<file path="config.mk">
export PLATFORM = sky130hd
export DESIGN_NAME = lcd_spi_sink_flat
export DESIGN_NICKNAME = d
export VERILOG_FILES = /design/src/rtl/lcd_spi_pkg.sv /design/src/rtl/lcd_spi_sink_if.sv /design/src/rtl/spi_byte_rx.sv /design/src/rtl/lcd_spi_sink.sv /design/src/flat_wrapper.sv
export SDC_FILE = /design/constraint.sdc
export NUM_CORES = 1
export LEC_CHECK = 0
export ABC_AREA = 1
export BUFFER_PORTS_ARGS = -buffer_cell sky130_fd_sc_hd__buf_2
export CAP_MARGIN = 10
export CELL_PAD_IN_SITES_DETAIL_PLACEMENT = 0
export CELL_PAD_IN_SITES_GLOBAL_PLACEMENT = 1
export CORE_MARGIN = 10
export CORE_UTILIZATION = 47
export DETAILED_ROUTE_END_ITERATION = 10
export PLACE_DENSITY_LB_ADDON = 0.3
export SKIP_LAST_GASP = 1
export SYNTH_ARGS = -nofsm -noshare
export SYNTH_HDL_FRONTEND = slang
export SYNTH_SLANG_ARGS = --single-unit
</file>
<file path="constraint.sdc">
create_clock -name clk -period 4.6 [get_ports clk]
set_input_delay 0.46 -clock clk [delete_from_list [all_inputs] [get_ports clk]]
set_output_delay 0.46 -clock clk [all_outputs]
set_load 0.02 [all_outputs]
</file>
<file path="src/rtl/lcd_spi_pkg.sv">
`default_nettype none
// +----------------------------------------------------------------------+
// | Package   : lcd_spi_pkg                                              |
// | Purpose   : Shared constants for the LCD SPI sink: ILI9341 opcodes,  |
// |             command-decoder state encoding and default coord width.  |
// | Ports     : none (package)                                           |
// | Revision  : 1.0  initial release                                     |
// +----------------------------------------------------------------------+
package lcd_spi_pkg;

   localparam int COORD_W_DEF = 9;

   localparam logic [7:0] CMD_CASET = 8'h2A;
   localparam logic [7:0] CMD_PASET = 8'h2B;
   localparam logic [7:0] CMD_RAMWR = 8'h2C;

   localparam logic [2:0] ST_IDLE  = 3'd0;
   localparam logic [2:0] ST_CASET = 3'd1;
   localparam logic [2:0] ST_PASET = 3'd2;
   localparam logic [2:0] ST_RAMWR = 3'd3;
   localparam logic [2:0] ST_SKIP  = 3'd4;

endpackage : lcd_spi_pkg
`default_nettype wire

</file>
<file path="src/rtl/lcd_spi_sink_if.sv">
`default_nettype none
// +----------------------------------------------------------------------+
// | Interface : lcd_spi_sink_if                                          |
// | Purpose   : 4-wire display SPI bundle (cs, dc, sck, mosi).           |
// | Ports     : master drives all four lines, slave receives them.       |
// |             cs   chip select, active low                             |
// |             dc   0 = command, 1 = data                               |
// |             sck  serial clock (mode 0)                               |
// |             mosi serial data, MSB first                              |
// | Revision  : 1.0  initial release                                     |
// +----------------------------------------------------------------------+
interface lcd_spi_sink_if;
   logic cs;
   logic dc;
   logic sck;
   logic mosi;

   modport master (output cs, dc, sck, mosi);
   modport slave  (input  cs, dc, sck, mosi);
endinterface : lcd_spi_sink_if
`default_nettype wire

</file>
<file path="src/rtl/spi_byte_rx.sv">
`default_nettype none
// +----------------------------------------------------------------------+
// | Module    : spi_byte_rx                                              |
// | Purpose   : Oversampling SPI mode-0 byte receiver. Synchronises the  |
// |             SPI lines into clk, detects sck rises while cs is low,   |
// |             shifts bits in MSB first and flags cs aborts mid-byte.   |
// | Ports     : clk, rst        clock / sync active-high reset           |
// |             spi             SPI lines (slave modport)                |
// |             byte_valid_o    one-cycle pulse per completed byte       |
// |             byte_data_o     completed byte, held until next pulse    |
// |             byte_dc_o       dc sampled with bit 0                    |
// |             frame_err_o     sticky: cs rose mid-byte                 |
// |             frame_abort_o   one-cycle pulse when that happens        |
// | Revision  : 1.0  initial release                                     |
// +----------------------------------------------------------------------+
module spi_byte_rx #(
   parameter int SYNC_STAGES = 2   // must be 2 or more
) (
   input  wire logic       clk,
   input  wire logic       rst,
   lcd_spi_sink_if.slave   spi,
   output logic            byte_valid_o,
   output logic [7:0]      byte_data_o,
   output logic            byte_dc_o,
   output logic            frame_err_o,
   output logic            frame_abort_o
);

   logic [SYNC_STAGES-1:0] cs_sync_q;
   logic [SYNC_STAGES-1:0] dc_sync_q;
   logic [SYNC_STAGES-1:0] sck_sync_q;
   logic [SYNC_STAGES-1:0] mosi_sync_q;

   logic w_cs;
   logic w_dc;
   logic w_sck;
   logic w_mosi;
   logic w_sck_rise;
   logic w_cs_rise;

   logic sck_prev_q;
   logic cs_prev_q;
   logic rise_q;
   logic rise_mosi_q;
   logic rise_dc_q;
   logic cs_rise_q;

   logic [6:0] shift_q,      shift_d;
   logic [2:0] cnt_q,        cnt_d;
   logic       byte_valid_q, byte_valid_d;
   logic [7:0] byte_data_q,  byte_data_d;
   logic       byte_dc_q,    byte_dc_d;
   logic       frame_err_q,  frame_err_d;
   logic       abort_q,      abort_d;

   assign w_cs   = cs_sync_q[SYNC_STAGES-1];
   assign w_dc   = dc_sync_q[SYNC_STAGES-1];
   assign w_sck  = sck_sync_q[SYNC_STAGES-1];
   assign w_mosi = mosi_sync_q[SYNC_STAGES-1];

   assign w_sck_rise = w_sck & ~sck_prev_q & ~w_cs;
   assign w_cs_rise  = w_cs & ~cs_prev_q;

   // Synchronisers plus one registered edge-detect stage. The cs rise is
   // registered alongside the sck rise so both reach the bit counter in the
   // same pipeline stage; they can never coincide because an sck rise needs
   // cs low.
   always_ff @(posedge clk) begin
      if (rst) begin
         cs_sync_q   <= '1;
         dc_sync_q   <= '0;
         sck_sync_q  <= '0;
         mosi_sync_q <= '0;
         sck_prev_q  <= 1'b0;
         cs_prev_q   <= 1'b1;
         rise_q      <= 1'b0;
         rise_mosi_q <= 1'b0;
         rise_dc_q   <= 1'b0;
         cs_rise_q   <= 1'b0;
      end else begin
         cs_sync_q   <= {cs_sync_q[SYNC_STAGES-2:0],   spi.cs};
         dc_sync_q   <= {dc_sync_q[SYNC_STAGES-2:0],   spi.dc};
         sck_sync_q  <= {sck_sync_q[SYNC_STAGES-2:0],  spi.sck};
         mosi_sync_q <= {mosi_sync_q[SYNC_STAGES-2:0], spi.mosi};
         sck_prev_q  <= w_sck;
         cs_prev_q   <= w_cs;
         rise_q      <= w_sck_rise;
         rise_mosi_q <= w_mosi;
         rise_dc_q   <= w_dc;
         cs_rise_q   <= w_cs_rise;
      end
   end

   always_comb begin
      shift_d      = shift_q;
      cnt_d        = cnt_q;
      byte_valid_d = 1'b0;
      byte_data_d  = byte_data_q;
      byte_dc_d    = byte_dc_q;
      frame_err_d  = frame_err_q;
      abort_d      = 1'b0;
      if (cs_rise_q) begin
         // A cs rise on a byte boundary is harmless; mid-byte it aborts.
         if (cnt_q != 3'd0) begin
            frame_err_d = 1'b1;
            abort_d     = 1'b1;
            cnt_d       = 3'd0;
         end
      end else if (rise_q) begin
         shift_d = {shift_q[5:0], rise_mosi_q};
         cnt_d   = cnt_q + 3'd1;
         if (cnt_q == 3'd7) begin
            byte_valid_d = 1'b1;
            byte_data_d  = {shift_q, rise_mosi_q};
            byte_dc_d    = rise_dc_q;
         end
      end
   end

   always_ff @(posedge clk) begin
      if (rst) begin
         shift_q      <= '0;
         cnt_q        <= '0;
         byte_valid_q <= 1'b0;
         byte_data_q  <= '0;
         byte_dc_q    <= 1'b0;
         frame_err_q  <= 1'b0;
         abort_q      <= 1'b0;
      end else begin
         shift_q      <= shift_d;
         cnt_q        <= cnt_d;
         byte_valid_q <= byte_valid_d;
         byte_data_q  <= byte_data_d;
         byte_dc_q    <= byte_dc_d;
         frame_err_q  <= frame_err_d;
         abort_q      <= abort_d;
      end
   end

   assign byte_valid_o  = byte_valid_q;
   assign byte_data_o   = byte_data_q;
   assign byte_dc_o     = byte_dc_q;
   assign frame_err_o   = frame_err_q;
   assign frame_abort_o = abort_q;

endmodule : spi_byte_rx
`default_nettype wire

</file>
<file path="src/rtl/lcd_spi_sink.sv">
`default_nettype none
// +----------------------------------------------------------------------+
// | Module    : lcd_spi_sink                                             |
// | Purpose   : Display-side SPI receiver. Deserialises bytes, decodes   |
// |             CASET/PASET/RAMWR and emits addressed RGB565 pixel       |
// |             writes inside the programmed window.                     |
// | Ports     : clk, rst        clock / sync active-high reset           |
// |             spi             SPI lines (slave modport)                |
// |             byte_valid/_data/_dc   raw byte stream                   |
// |             pix_valid/_x/_y/_data  pixel writes                      |
// |             frame_err       sticky: cs rose mid-byte                 |
// | Revision  : 1.0  initial release                                     |
// +----------------------------------------------------------------------+
module lcd_spi_sink
   import lcd_spi_pkg::*;
#(
   parameter int SYNC_STAGES = 2,
   parameter int COORD_W     = COORD_W_DEF,   // supported range 9..16
   parameter int X_RESET_END = 239,
   parameter int Y_RESET_END = 319
) (
   input  wire logic               clk,
   input  wire logic               rst,
   lcd_spi_sink_if.slave           spi,
   output logic                    byte_valid,
   output logic [7:0]              byte_data,
   output logic                    byte_dc,
   output logic                    pix_valid,
   output logic [COORD_W-1:0]      pix_x,
   output logic [COORD_W-1:0]      pix_y,
   output logic [15:0]             pix_data,
   output logic                    frame_err
);

   // Bits of the hi parameter byte that survive truncation to COORD_W.
   localparam int HI_W = COORD_W - 8;

   logic w_abort;

   spi_byte_rx #(
      .SYNC_STAGES (SYNC_STAGES)
   ) u_rx (
      .clk           (clk),
      .rst           (rst),
      .spi           (spi),
      .byte_valid_o  (byte_valid),
      .byte_data_o   (byte_data),
      .byte_dc_o     (byte_dc),
      .frame_err_o   (frame_err),
      .frame_abort_o (w_abort)
   );

   logic [2:0]         state_q,    state_d;
   logic [1:0]         pcnt_q,     pcnt_d;
   logic [HI_W-1:0]    p0_q,       p0_d;
   logic [7:0]         p1_q,       p1_d;
   logic [HI_W-1:0]    p2_q,       p2_d;
   logic               hi_valid_q, hi_valid_d;
   logic [7:0]         hi_q,       hi_d;
   logic [COORD_W-1:0] xs_q, xs_d, xe_q, xe_d;
   logic [COORD_W-1:0] ys_q, ys_d, ye_q, ye_d;
   logic [COORD_W-1:0] cur_x_q, cur_x_d, cur_y_q, cur_y_d;

   logic               w_cmd;
   logic               w_data;
   logic [COORD_W-1:0] w_start;
   logic [COORD_W-1:0] w_end;
   logic               w_x_wrap;
   logic               w_y_wrap;

   assign w_cmd   = byte_valid & ~byte_dc;
   assign w_data  = byte_valid &  byte_dc;
   assign w_start = {p0_q, p1_q};
   assign w_end   = {p2_q, byte_data};

   // An inverted window collapses that axis to a single line, so the
   // cursor wraps on every step along it.
   assign w_x_wrap = (cur_x_q == xe_q) || (xs_q > xe_q);
   assign w_y_wrap = (cur_y_q == ye_q) || (ys_q > ye_q);

   // ---------------- FSM: state register ----------------
   always_ff @(posedge clk) begin
      if (rst) begin
         state_q <= ST_IDLE;
      end else begin
         state_q <= state_d;
      end
   end

   // ---------------- FSM: next state ----------------
   always_comb begin
      state_d = state_q;
      if (w_abort) begin
         state_d = ST_IDLE;
      end else if (w_cmd) begin
         case (byte_data)
            CMD_CASET: state_d = ST_CASET;
            CMD_PASET: state_d = ST_PASET;
            CMD_RAMWR: state_d = ST_RAMWR;
            default:   state_d = ST_SKIP;
         endcase
      end else if (w_data && (state_q == ST_CASET || state_q == ST_PASET)
                   && pcnt_q == 2'd3) begin
         state_d = ST_IDLE;
      end
   end

   // ---------------- FSM: outputs ----------------
   always_comb begin
      pix_valid = w_data && (state_q == ST_RAMWR) && hi_valid_q;
      pix_x     = cur_x_q;
      pix_y     = cur_y_q;
      pix_data  = {hi_q, byte_data};
   end

   // ---------------- window, parameter and cursor datapath ----------------
   always_comb begin
      pcnt_d     = pcnt_q;
      p0_d       = p0_q;
      p1_d       = p1_q;
      p2_d       = p2_q;
      hi_valid_d = hi_valid_q;
      hi_d       = hi_q;
      xs_d       = xs_q;
      xe_d       = xe_q;
      ys_d       = ys_q;
      ye_d       = ye_q;
      cur_x_d    = cur_x_q;
      cur_y_d    = cur_y_q;
      if (w_abort) begin
         pcnt_d     = 2'd0;
         hi_valid_d = 1'b0;
      end else if (w_cmd) begin
         // Any command discards partial parameters and a dangling hi byte.
         pcnt_d     = 2'd0;
         hi_valid_d = 1'b0;
         if (byte_data == CMD_RAMWR) begin
            cur_x_d = xs_q;
            cur_y_d = ys_q;
         end
      end else if (w_data) begin
         case (state_q)
            ST_CASET, ST_PASET: begin
               pcnt_d = pcnt_q + 2'd1;
               case (pcnt_q)
                  2'd0:    p0_d = byte_data[HI_W-1:0];
                  2'd1:    p1_d = byte_data;
                  2'd2:    p2_d = byte_data[HI_W-1:0];
                  default: begin
                     if (state_q == ST_CASET) begin
                        xs_d = w_start;
                        xe_d = w_end;
                     end else begin
                        ys_d = w_start;
                        ye_d = w_end;
                     end
                  end
               endcase
            end
            ST_RAMWR: begin
               if (!hi_valid_q) begin
                  hi_d       = byte_data;
                  hi_valid_d = 1'b1;
               end else begin
                  hi_valid_d = 1'b0;
                  if (w_x_wrap) begin
                     cur_x_d = xs_q;
                     cur_y_d = w_y_wrap ? ys_q : cur_y_q + 1'b1;
                  end else begin
                     cur_x_d = cur_x_q + 1'b1;
                  end
               end
            end
            default: ;
         endcase
      end
   end

   always_ff @(posedge clk) begin
      if (rst) begin
         pcnt_q     <= '0;
         p0_q       <= '0;
         p1_q       <= '0;
         p2_q       <= '0;
         hi_valid_q <= 1'b0;
         hi_q       <= '0;
         xs_q       <= '0;
         xe_q       <= COORD_W'(X_RESET_END);
         ys_q       <= '0;
         ye_q       <= COORD_W'(Y_RESET_END);
         cur_x_q    <= '0;
         cur_y_q    <= '0;
      end else begin
         pcnt_q     <= pcnt_d;
         p0_q       <= p0_d;
         p1_q       <= p1_d;
         p2_q       <= p2_d;
         hi_valid_q <= hi_valid_d;
         hi_q       <= hi_d;
         xs_q       <= xs_d;
         xe_q       <= xe_d;
         ys_q       <= ys_d;
         ye_q       <= ye_d;
         cur_x_q    <= cur_x_d;
         cur_y_q    <= cur_y_d;
      end
   end

endmodule : lcd_spi_sink
`default_nettype wire

</file>
<file path="src/flat_wrapper.sv">
// flat-port wrapper written by rule: the top's interface ports become plain ports
module lcd_spi_sink_flat import lcd_spi_pkg::*;
#(
   parameter int SYNC_STAGES = 2,
   parameter int COORD_W     = COORD_W_DEF,                           
   parameter int X_RESET_END = 239,
   parameter int Y_RESET_END = 319
)
  (clk, rst, byte_valid, byte_data, byte_dc, pix_valid, pix_x, pix_y, pix_data, frame_err, spi_cs, spi_dc, spi_sck, spi_mosi);
  lcd_spi_sink_if spi_i ();
  input  wire logic clk;
  input  wire logic rst;
  output logic byte_valid;
  output logic [7:0] byte_data;
  output logic byte_dc;
  output logic pix_valid;
  output logic [COORD_W-1:0] pix_x;
  output logic [COORD_W-1:0] pix_y;
  output logic [15:0] pix_data;
  output logic frame_err;
  input wire logic [$bits(spi_i.cs)-1:0] spi_cs;
  input wire logic [$bits(spi_i.dc)-1:0] spi_dc;
  input wire logic [$bits(spi_i.sck)-1:0] spi_sck;
  input wire logic [$bits(spi_i.mosi)-1:0] spi_mosi;
  assign spi_i.cs = spi_cs;
  assign spi_i.dc = spi_dc;
  assign spi_i.sck = spi_sck;
  assign spi_i.mosi = spi_mosi;
  lcd_spi_sink #(.SYNC_STAGES(SYNC_STAGES), .COORD_W(COORD_W), .X_RESET_END(X_RESET_END), .Y_RESET_END(Y_RESET_END)) u_core (.clk(clk), .rst(rst), .spi(spi_i), .byte_valid(byte_valid), .byte_data(byte_data), .byte_dc(byte_dc), .pix_valid(pix_valid), .pix_x(pix_x), .pix_y(pix_y), .pix_data(pix_data), .frame_err(frame_err));
endmodule
</file>
==> run metrics <==
status finished clean; most area-consuming cells after synthesis dfxtp_1 (41%), nand2_1 (7.8%), a21oi_1 (7.3%), o21ai_0 (7.0%), inv_1 (6.7%); cts bufs inserted 17; worst slew pin tran 785 ps; Layout area overhead 15.8%; Post-DRT Antenna Nets 0; synthesis warning total 0; Netlist cell types 43; PwrDens 370 nW/um^2; Yosys top cell area share 0.410; Core ar. 11500 um^2; Final Wtd Congestion 0.843; diode count 0; Filler cells 1086; f_max 418 MHz; sequential fraction of the synthesis area 0.410; # IOs 52; Residual DRC 0; met2 wire length 6310 um; Reg area 2280 um^2; Starting Density 0.483; final global-route overflow total 0; drt pass-1 iters 5; Clock Skews 6.86 ps; Mapped Area 5570 um^2; H-tree levels 4; relative slew slack 0.475; DP HPWL 9840 um; first-pass GRT wire length 22400 um; number of port buffers 51; cell taking the most area after synthesis dfxtp_1; kind of end point of the critical path register; Post-CTS Setup Inserts 0; count leader, synth nand2_1; Seq cells post-synth 114; highest net fanout along the worst path 21; setup TNS 0 ps; Hold Buf Count CTS 0; row count 39; post-cts resize count 0; Multi-input gate area 2640 um^2; Final Hold Vio Count 0; fin crit share 0.519; Most used DFF post-synth dfxtp_1; met1 WL 6290 um; routed len/inst 14.7 um; static leakage power 0.00287 uW; worst vdd ir 0.261 mV; Non-Filler Instances 923; Die H 129 um; Clock Sinks 114; ys async rst share 0; die width 129 um; number of global-route vias before repair 4482; CTS tree built; Post-synth EDFFs 0; Setup Crit Path Kind reg -> reg; initial antenna violation count 0; Max-Cap Viols 0; Top Layer Used met4; WP data required 4940 ps; Slew Viols, Final 0; placed insts 891; DR WL met3 720 um; vias per cell 5.16; drt total wl 13500 um; overall routing resource usage 0.169; Worst-path clk slew 50 ps; Mapped Cells 726; die area 16600 um^2; Clock Tree Buf Depth 2; Critical Path Start Type register; worst path arrival time 2730 ps; Tmin final 2390 ps; routed via count 4764; First DRT Iteration DRCs 326; later-pin clock latency in the skew report 420 ps; commonest cells in the netlist nand2_1 (115), dfxtp_1 (114), inv_1 (99), a21oi_1 (81), o21ai_0 (78); final net count 800; hold_ws 236 ps; Mean Syn Cell Area 7.67 um^2; hold crit path type in -> reg; fin worst setup slack 2210 ps; layout cells sized above 1 0.177; worst slack at placement 2210 ps; unrepaired setup endpoints after global routing false; synthesized net count 759; final setup violation count 0; Clock Tree Root clkbuf_16; largest net degree at the start of global routing 55
## area by class of cell
| type | count | share of cell area |
|---|---|---|
| clock buffer | 20 | 0.0724 |
| clock inverter | 12 | 0.0242 |
| inverter | 108 | 0.0689 |
| multi-input combinational | 472 | 0.410 |
| sequential | 114 | 0.354 |
| tap | 143 | 0.0277 |
| timing repair buffer | 54 | 0.0431 |
## state kept, by name (all words and copies together) (netlist names), 2 cells and up
register	cells
u_core.state_q	3
u_core.u_rx.shift_q	7
u_core.xe_q	9
u_core.u_rx.byte_data_o	8
u_core.u_rx.mosi_sync_q	2
u_core.pix_y	9
u_core.u_rx.sck_sync_q	2
u_core.xs_q	9
u_core.u_rx.cnt_q	3
u_core.u_rx.dc_sync_q	2
u_core.p1_q	8
u_core.pix_x	9
u_core.u_rx.cs_sync_q	2
u_core.ys_q	9
u_core.pcnt_q	2
u_core.hi_q	8
u_core.ye_q	9
## routing by layer
| metal | vias to the layer above | track usage |
|---|---|---|
| met1 | 2181 | 0.209 |
| met3 | 15 | 0.0534 |
| li1 | 2448 | - |
| met4 | 0 | 0.0629 |
| met5 | - | 0 |
| met2 | 120 | 0.270 |
## final timing paths
kind / start / to / slack (ps) / depth (start not counted)
worst min-delay path: spi_cs / u_core.u_rx.cs_sync_q[0] / 240 / 2
worst max-delay path: u_core.u_rx.byte_dc_o / u_core.ys_q[2] / 2210 / 8
worst min register to register: u_core.u_rx.cs_prev_q / u_core.u_rx.cs_rise_q / 380 / 1
worst max register to register: u_core.u_rx.byte_dc_o / u_core.ys_q[2] / 2210 / 8
## per-stage QoR
| step | util | instance area [um^2] | power [uW] |
|---|---|---|---|
| finish | 0.560 | 6450 | 2390 |
| CTS | 0.560 | 6450 | 2410 |
| detailed placement | 0.506 | 5830 | 1050 |
| global route | 0.560 | 6450 | 2460 |
| floorplan | - | 5570 | 1040 |
| global placement | 0.506 | 5830 | 1050 |
## power breakdown
part | internal (uW) | total (uW) | switching (uW)
sequential | 993 | 994 | 1.54
combinational | 8.68 | 31.0 | 22.3
clock | 894 | 1360 | 467
total | 1900 | 2390 | 491
## cells in the final DEF (no fill, tap or decap), types with 2 or more instances in the layout
| cell | n |
|---|---|
| clkbuf_8 | 3 |
| nand3_1 | 36 |
| nor4_4 | 2 |
| o211ai_1 | 8 |
| bufinv_16 | 3 |
| nand2_1 | 115 |
| nand2_2 | 12 |
| a21oi_1 | 81 |
| nor2_1 | 49 |
| nand3b_1 | 2 |
| ha_1 | 27 |
| xnor2_1 | 6 |
| clkinv_2 | 3 |
| a21oi_2 | 7 |
| nand4_1 | 7 |
| or2_2 | 3 |
| inv_1 | 98 |
| xor2_1 | 10 |
| o21ai_2 | 3 |
| nand2_4 | 3 |
| nor2_2 | 4 |
| dfxtp_1 | 114 |
| inv_2 | 7 |
| clkbuf_16 | 17 |
| o21ai_0 | 78 |
| buf_2 | 51 |
| nor3_1 | 4 |
| buf_4 | 3 |
| nand3_4 | 2 |
| a211oi_1 | 2 |
| clkinv_4 | 6 |
| nand3_2 | 3 |
## worst max-delay path, stage by stage, from the launching register on
cell and delay, ps:
dfxtp_1 370, inv_1 80, nand2_2 210, inv_8 100, nor2_2 180, nand4_1 650
inv_2 480, o21ai_0 130, a21oi_1 130
## kinds of logic after synthesis
kind of cell             Yosys count  share of synthesized area
flip-flops                       114                      0.410
buffers and inverters            140                      0.115
adder cells (fa/ha/maj)           27                     0.0607
XOR/XNOR                          16                     0.0252
AND/OR/NAND/NOR                  245                      0.209
AO/OA/AOI/OAI                    184                      0.180
Power figures use the tool's default switching activity.
